===== config.mk =====
export PLATFORM = sky130hd
export DESIGN_NAME = nbit_comparator_sseg
export DESIGN_NICKNAME = d
export VERILOG_FILES = /design/src/rtl/nbit_comparator_sseg.sv
export SDC_FILE = /design/constraint.sdc
export NUM_CORES = 1
export LEC_CHECK = 0
export ABC_AREA = 1
export BUFFER_PORTS_ARGS = -buffer_cell sky130_fd_sc_hd__buf_2
export CAP_MARGIN = 10
export CELL_PAD_IN_SITES_DETAIL_PLACEMENT = 1
export CELL_PAD_IN_SITES_GLOBAL_PLACEMENT = 1
export CORE_MARGIN = 4
export CORE_UTILIZATION = 44
export CTS_CLUSTER_DIAMETER = 40
export DETAILED_ROUTE_END_ITERATION = 7
export PLACE_DENSITY_LB_ADDON = 0.1
export SYNTH_ARGS = -nofsm -noshare
export SYNTH_HDL_FRONTEND = slang
export SYNTH_SLANG_ARGS = --single-unit

===== constraint.sdc =====
create_clock -name clk -period 1.6 [get_ports clk]
set_clock_uncertainty 0.1 [all_clocks]
set_input_delay 0.24 -clock clk [delete_from_list [all_inputs] [get_ports clk]]
set_output_delay 0.24 -clock clk [all_outputs]
set_load 0.01 [all_outputs]

===== src/rtl/nbit_comparator_sseg.sv =====
// Unsigned magnitude comparator with a 3-digit multiplexed seven-segment readout:
// digit 0 shows the result letter, digits 1/2 show B/A in hex when SSEG_HEX_EN is defined.
module nbit_comparator_sseg #(
  parameter int WIDTH       = 4,
  parameter int REFRESH_CNT = 48000
) (
  input  logic             clk,
  input  logic             rst_n,
  input  logic [WIDTH-1:0] a,
  input  logic [WIDTH-1:0] b,
  output logic             a_gt_b,
  output logic             a_lt_b,
  output logic             a_eq_b,
  output logic             result_chg,
  output logic [2:0]       sseg_en,
  output logic [7:0]       sseg
);

  localparam int CW = (REFRESH_CNT > 2) ? $clog2(REFRESH_CNT) : 1;

  logic [WIDTH-1:0] a_s1_q, a_s1_d, a_s2_q, a_s2_d;
  logic [WIDTH-1:0] b_s1_q, b_s1_d, b_s2_q, b_s2_d;
  logic [1:0]       vld_q, vld_d;
  logic             fvld_q, fvld_d;
  logic [2:0]       flags_q, flags_d;
  logic             chg_q, chg_d;
  logic [CW-1:0]    cnt_q, cnt_d;
  logic [1:0]       dig_q, dig_d;
  logic             acc_q, acc_d;
  logic [1:0]       hist_q, hist_d;
  logic             dp_q, dp_d;
  logic [2:0]       en_q, en_d;
  logic [7:0]       sseg_q, sseg_d;
  logic             wrap;
  logic [7:0]       letter;

`ifdef SSEG_HEX_EN
  function automatic logic [7:0] hex7(input logic [3:0] v);
    case (v)
      4'h0: hex7 = 8'hC0;  4'h1: hex7 = 8'hF9;  4'h2: hex7 = 8'hA4;  4'h3: hex7 = 8'hB0;
      4'h4: hex7 = 8'h99;  4'h5: hex7 = 8'h92;  4'h6: hex7 = 8'h82;  4'h7: hex7 = 8'hF8;
      4'h8: hex7 = 8'h80;  4'h9: hex7 = 8'h90;  4'hA: hex7 = 8'h88;  4'hB: hex7 = 8'h83;
      4'hC: hex7 = 8'hC6;  4'hD: hex7 = 8'hA1;  4'hE: hex7 = 8'h86;  default: hex7 = 8'h8E;
    endcase
  endfunction
`endif

  always_comb begin
    a_s1_d = a;
    b_s1_d = b;
    a_s2_d = a_s1_q;
    b_s2_d = b_s1_q;
    vld_d  = {vld_q[0], 1'b1};
    fvld_d = fvld_q | vld_q[1];

    // Flags stay cleared until the second synchroniser stage holds a sampled value.
    flags_d = flags_q;
    if (vld_q[1])
      flags_d = {a_s2_q > b_s2_q, a_s2_q < b_s2_q, a_s2_q == b_s2_q};
    chg_d = fvld_q && (flags_d != flags_q);

    wrap  = (cnt_q == CW'(REFRESH_CNT - 1));
    cnt_d = wrap ? '0 : cnt_q + CW'(1);
    dig_d = dig_q;
    if (wrap)
      dig_d = (dig_q == 2'd2) ? 2'd0 : dig_q + 2'd1;

    // Per-slot change history; dp for a digit-0 slot covers the three slots just finished.
    acc_d  = wrap ? 1'b0 : (acc_q | chg_q);
    hist_d = wrap ? {hist_q[0], acc_q | chg_q} : hist_q;
    dp_d   = dp_q;
    if (wrap && dig_q == 2'd2)
      dp_d = |{hist_q, acc_q, chg_q};

    case (flags_q)
      3'b100:  letter = 8'hC2;
      3'b010:  letter = 8'hC7;
      3'b001:  letter = 8'h86;
      default: letter = 8'hFF;
    endcase

    en_d   = ~(3'b001 << dig_d);
    sseg_d = 8'hFF;
    case (dig_d)
      2'd0: sseg_d = letter & (dp_d ? 8'h7F : 8'hFF);
`ifdef SSEG_HEX_EN
      2'd1: sseg_d = hex7(4'(b_s2_q));
      2'd2: sseg_d = hex7(4'(a_s2_q));
`else
      2'd1, 2'd2: en_d = 3'b111;
`endif
      default: en_d = 3'b111;
    endcase
  end

  always_ff @(posedge clk or negedge rst_n) begin
    if (!rst_n) begin
      a_s1_q  <= '0;
      a_s2_q  <= '0;
      b_s1_q  <= '0;
      b_s2_q  <= '0;
      vld_q   <= '0;
      fvld_q  <= 1'b0;
      flags_q <= '0;
      chg_q   <= 1'b0;
      cnt_q   <= '0;
      dig_q   <= '0;
      acc_q   <= 1'b0;
      hist_q  <= '0;
      dp_q    <= 1'b0;
      en_q    <= 3'b111;
      sseg_q  <= 8'hFF;
    end else begin
      a_s1_q  <= a_s1_d;
      a_s2_q  <= a_s2_d;
      b_s1_q  <= b_s1_d;
      b_s2_q  <= b_s2_d;
      vld_q   <= vld_d;
      fvld_q  <= fvld_d;
      flags_q <= flags_d;
      chg_q   <= chg_d;
      cnt_q   <= cnt_d;
      dig_q   <= dig_d;
      acc_q   <= acc_d;
      hist_q  <= hist_d;
      dp_q    <= dp_d;
      en_q    <= en_d;
      sseg_q  <= sseg_d;
    end
  end

  assign a_gt_b     = flags_q[2];
  assign a_lt_b     = flags_q[1];
  assign a_eq_b     = flags_q[0];
  assign result_chg = chg_q;
  assign sseg_en    = en_q;
  assign sseg       = sseg_q;

endmodule


==> run_results.csv <==
group,metric,value,unit
status,outcome,"complete, no violations",
place,place_hpwl,3130,um
synthesis,synth_compound_gate_area_share,0.0359,
worst_setup_path,rr_startpoint,"cnt_q[1]$_DFF_PN0_",
floorplanning,initial_core_util,0.458,
clocking,clock_sink_count,53,
synthesis,synth.lib_cells_used.distinct,28,
pwr,clock_network_fraction_of_design_power,0.320,
cells_and_area,layout-drive-gt1-share,0.333,
sta,setup_violations,0,
cells_and_area,fin_util,0.590,
worst_setup_path,crit_path_max_fanout,7,
routing,detail_route.wirelength,4840,um
synthesis,post_synth_xor_area_fraction,0.0359,
global_routing,grt_pass1_wl,7600,um
synthesis,fraction_of_the_mapped_netlist_area_in_simple_logic_gates,0.223,
synthesis,ys_async_sr_fraction,1.00,
clocking,cts.htree.levels,2,
worst_setup_path,timing_worst_setup_path_type,"reg2reg",
clocking,number_of_buffers_created_by_cts,5,
synthesis,netlist_area,2190,um^2
sta,achievable-frequency,651,MHz
place,detailedPlace.worstSlack,-0.00329,ns
sta,finalWorstPathRequiredPeriod,1.54,ns
synthesis,synth-edff-count,0,
synthesis,seq_area_frac_synth,0.609,
pwr,sequential_fraction_of_design_power,0.581,
global_routing,globalRouteOverflowTotal,0,
synthesis,ys.flop_type,"dfrtp_1",
floorplanning,core_area,4790,um^2
floorplanning,die_area,6180,um^2
sta,finalHoldViolCount,0,
cells_and_area,area_delta_synth_final,28.7,%
place,weighted_congestion_reported_at_the_end_of_routability_driven_placement,0.797,
worst_setup_path,critical_path_required,1.75,ns
pwr,netSwitchingPower,641,uW
cells_and_area,finish.instance_area,2820,um^2
global_routing,first_global_vias,1663,
pwr,internal_power,1830,uW
synthesis,post_synthesis_share_of_cell_area_spent_on_full_adders_half_adders_and_majority_gates,0.0285,
worst_setup_path,worst_setup_path_startpoint,"cnt_q[1]$_DFF_PN0_",
flow_run,drv.max_cap_violation_count,0,
place,port_buffers,23,
clocking,worst_skew_late_latency,0.31,ns
pwr,power_frac_comb,0.099,
cells_and_area,num_antenna_cells,0,
synthesis,synth.ff_latch_count,53,
clocking,worst_path_clk_slew,0.10,ns
synthesis,synthMuxAreaShare,0,
routing,routed_wire_length_per_instance,14.1,um
routing,dr_total_vias,1619,
pwr,worst_ir_drop_vdd,0.696,mV
routing,avgViaCountPerCell,4.72,
global_routing,initial_antenna_violation_count,0,
sta,timing.final.max_slew_violations,0,
floorplanning,row_count,25,
pwr,power.switching_fraction,0.260,
routing,ant_nets,0,
synthesis,synth_cells,222,
worst_setup_path,worstSetupEndpointType,"register",
worst_setup_path,reg2reg_setup_slack,0.06,ns
pwr,p_leak,0.00131,uW
floorplanning,die_h,78.6,um
min_path,holdCritPathClass,"reg2reg",
synthesis,average_footprint_of_a_synthesized_cell,9.88,um^2
worst_setup_path,critical_path_launch_point_type,"register",
cells_and_area,filler_cell_count,555,
worst_setup_path,cp_data_arrival_time,1.68,ns
min_path,worst_hold_startpoint,"vld_q[0]$_DFF_PN0_",
cells_and_area,design.final.nets,290,
place,postPlaceCellArea,2460,um^2
global_routing,track_usage,0.160,
routing,drt-initial-drc-count,67,
floorplanning,io_pins,25,
sta,layout_setup_ws,0.0636,ns
routing,remaining_drc_errors,0,
routing,drt_first_pass_iters,4,
clocking,clockRootBuffer,"clkbuf_8",
pwr,cellPowerDensity,874,nW/um^2
synthesis,synth_top_family_by_area,"simple AND/OR/NAND/NOR gates",
sta,grt_setup_unrepaired,"true",
clocking,cts_tree,"yes",
synthesis,yosys_warnings,0,
floorplanning,floorplan_die_width,78.6,um
sta,post-route-period-util,0.960,
global_routing,pin_count_of_the_biggest_net_entering_global_routing,38,
clocking,max-clock-path-buffers,2,
cell usage in the layout (no fill, tap or decap), drive strengths merged:
master	instances
o21ai	10
dfstp	8
nand2	47
nand3b	1
nor2	27
clkbuf	5
dlygate4sd3	9
dfrtp	45
clkinvlp	1
nand3	14
nor3b	1
nor3	8
buf	37
conb	4
xor2	9
nand4	4
inv	31
or2	1
clkinv	3
a21oi	5
nor4	1
ha	5
kinds of logic after synthesis:
logic type                 after synthesis
AOI/OAI and AO/OA                       15
xor gates and xnor gates                 9
adders and majority gates                5
buffers and inverters                   35
DFF                                     53
other                                    1
and+or+nand+nor                        104
worst max-delay path: stages (launching register included):
cell,delay (ns)
dfrtp_1,0.41
ha_4,0.17
nand3_4,0.07
nor3_4,0.20
nand2_4,0.12
nand2_2,0.08
o21ai_2,0.07
nor2_4,0.18
nand2_1,0.08
cell usage after synthesis, types with 3 or more instances:
library cell / number / share of area
inv_1: 27 / 0.046
nor3_1: 7 / 0.016
nand2_2: 5 / 0.014
dfstp_2: 8 / 0.096
nand4_1: 4 / 0.011
xor2_1: 9 / 0.036
ha_1: 5 / 0.029
a21oi_1: 5 / 0.011
dfrtp_1: 45 / 0.51
nor2_1: 24 / 0.041
nand2_1: 41 / 0.070
o21ai_0: 6 / 0.014
buf_4: 3 / 0.010
o21ai_1: 3 / 0.0068
nand3_1: 14 / 0.032
power by group through the flow:
stage | logic (uW) | registers (uW) | clock network, uW
3_3_place_gp | 201 | 1460 | 0
5_1_grt | 276 | 1440 | 876
4_1_cts | 224 | 1430 | 820
6_report | 244 | 1430 | 790
2_1_floorplan | 101 | 1470 | 0
3_5_place_dp | 207 | 1460 | 0
routing by layer:
layer  track usage  wire, um
met3        0.0424       209
met4        0.0594        91
met5             0         0
met2         0.267      2490
met1         0.199      2060
layout make-up:
| class | count | area (um^2) | share of cell area |
|---|---|---|---|
| Clock inverter | 3 | 25.0 | 0.00887 |
| Multi-Input combinational cell | 137 | 845 | 0.299 |
| Timing Repair Buffer | 46 | 339 | 0.120 |
| Clock buffer | 5 | 68.8 | 0.0244 |
| Tap cell | 67 | 83.8 | 0.0297 |
| Sequential cell | 53 | 1340 | 0.475 |
| Inverter | 32 | 121 | 0.0430 |
stage by stage:
stage                     hold slack [ns]  cells  power (uW)  TNS (ns)
after floorplan                    -0.156    225        1570         0
after global placement             0.0869    319        1660         0
final                               0.257    343        2470         0
after detailed placement           0.0859    319        1670  -0.00738
after CTS                           0.260    338        2480         0
after global routing                0.263    343        2600    -0.274
sequential cells by signal (all words and copies together), names as in the netlist, 2 cells and up:
register and flops:
a_s1_q 4, hist_q 2, flags_q 3, sseg_en 3, dig_q 2, b_s2_q 4
sseg 5, a_s2_q 4, b_s1_q 4, cnt_q 16, vld_q 2
what timing repair did:
action,4_1_cts,5_1_grt
endpoints found under the setup margin,5,17
resized for setup,1,32
endpoints found under the hold margin,18,0
setup buffers,2,5
pin swaps,1,11
hold buffers,9,0
path summary, 6_finish.rpt:
| kind | endpoint | cells past startpoint |
|---|---|---|
| max in group asynchronous | sseg_en[2]$_DFF_PN1_ | 3 |
| hold reg to reg | vld_q[1]$_DFF_PN0_ | 0 |
| min in group asynchronous | dig_q[0]$_DFF_PN0_ | 2 |
| hold / removal | vld_q[1]$_DFF_PN0_ | 0 |
| setup / recovery | sseg[7]$_DFF_PN1_ | 8 |
| setup reg to reg | sseg[7]$_DFF_PN1_ | 8 |
Power figures use the tool's default switching activity.
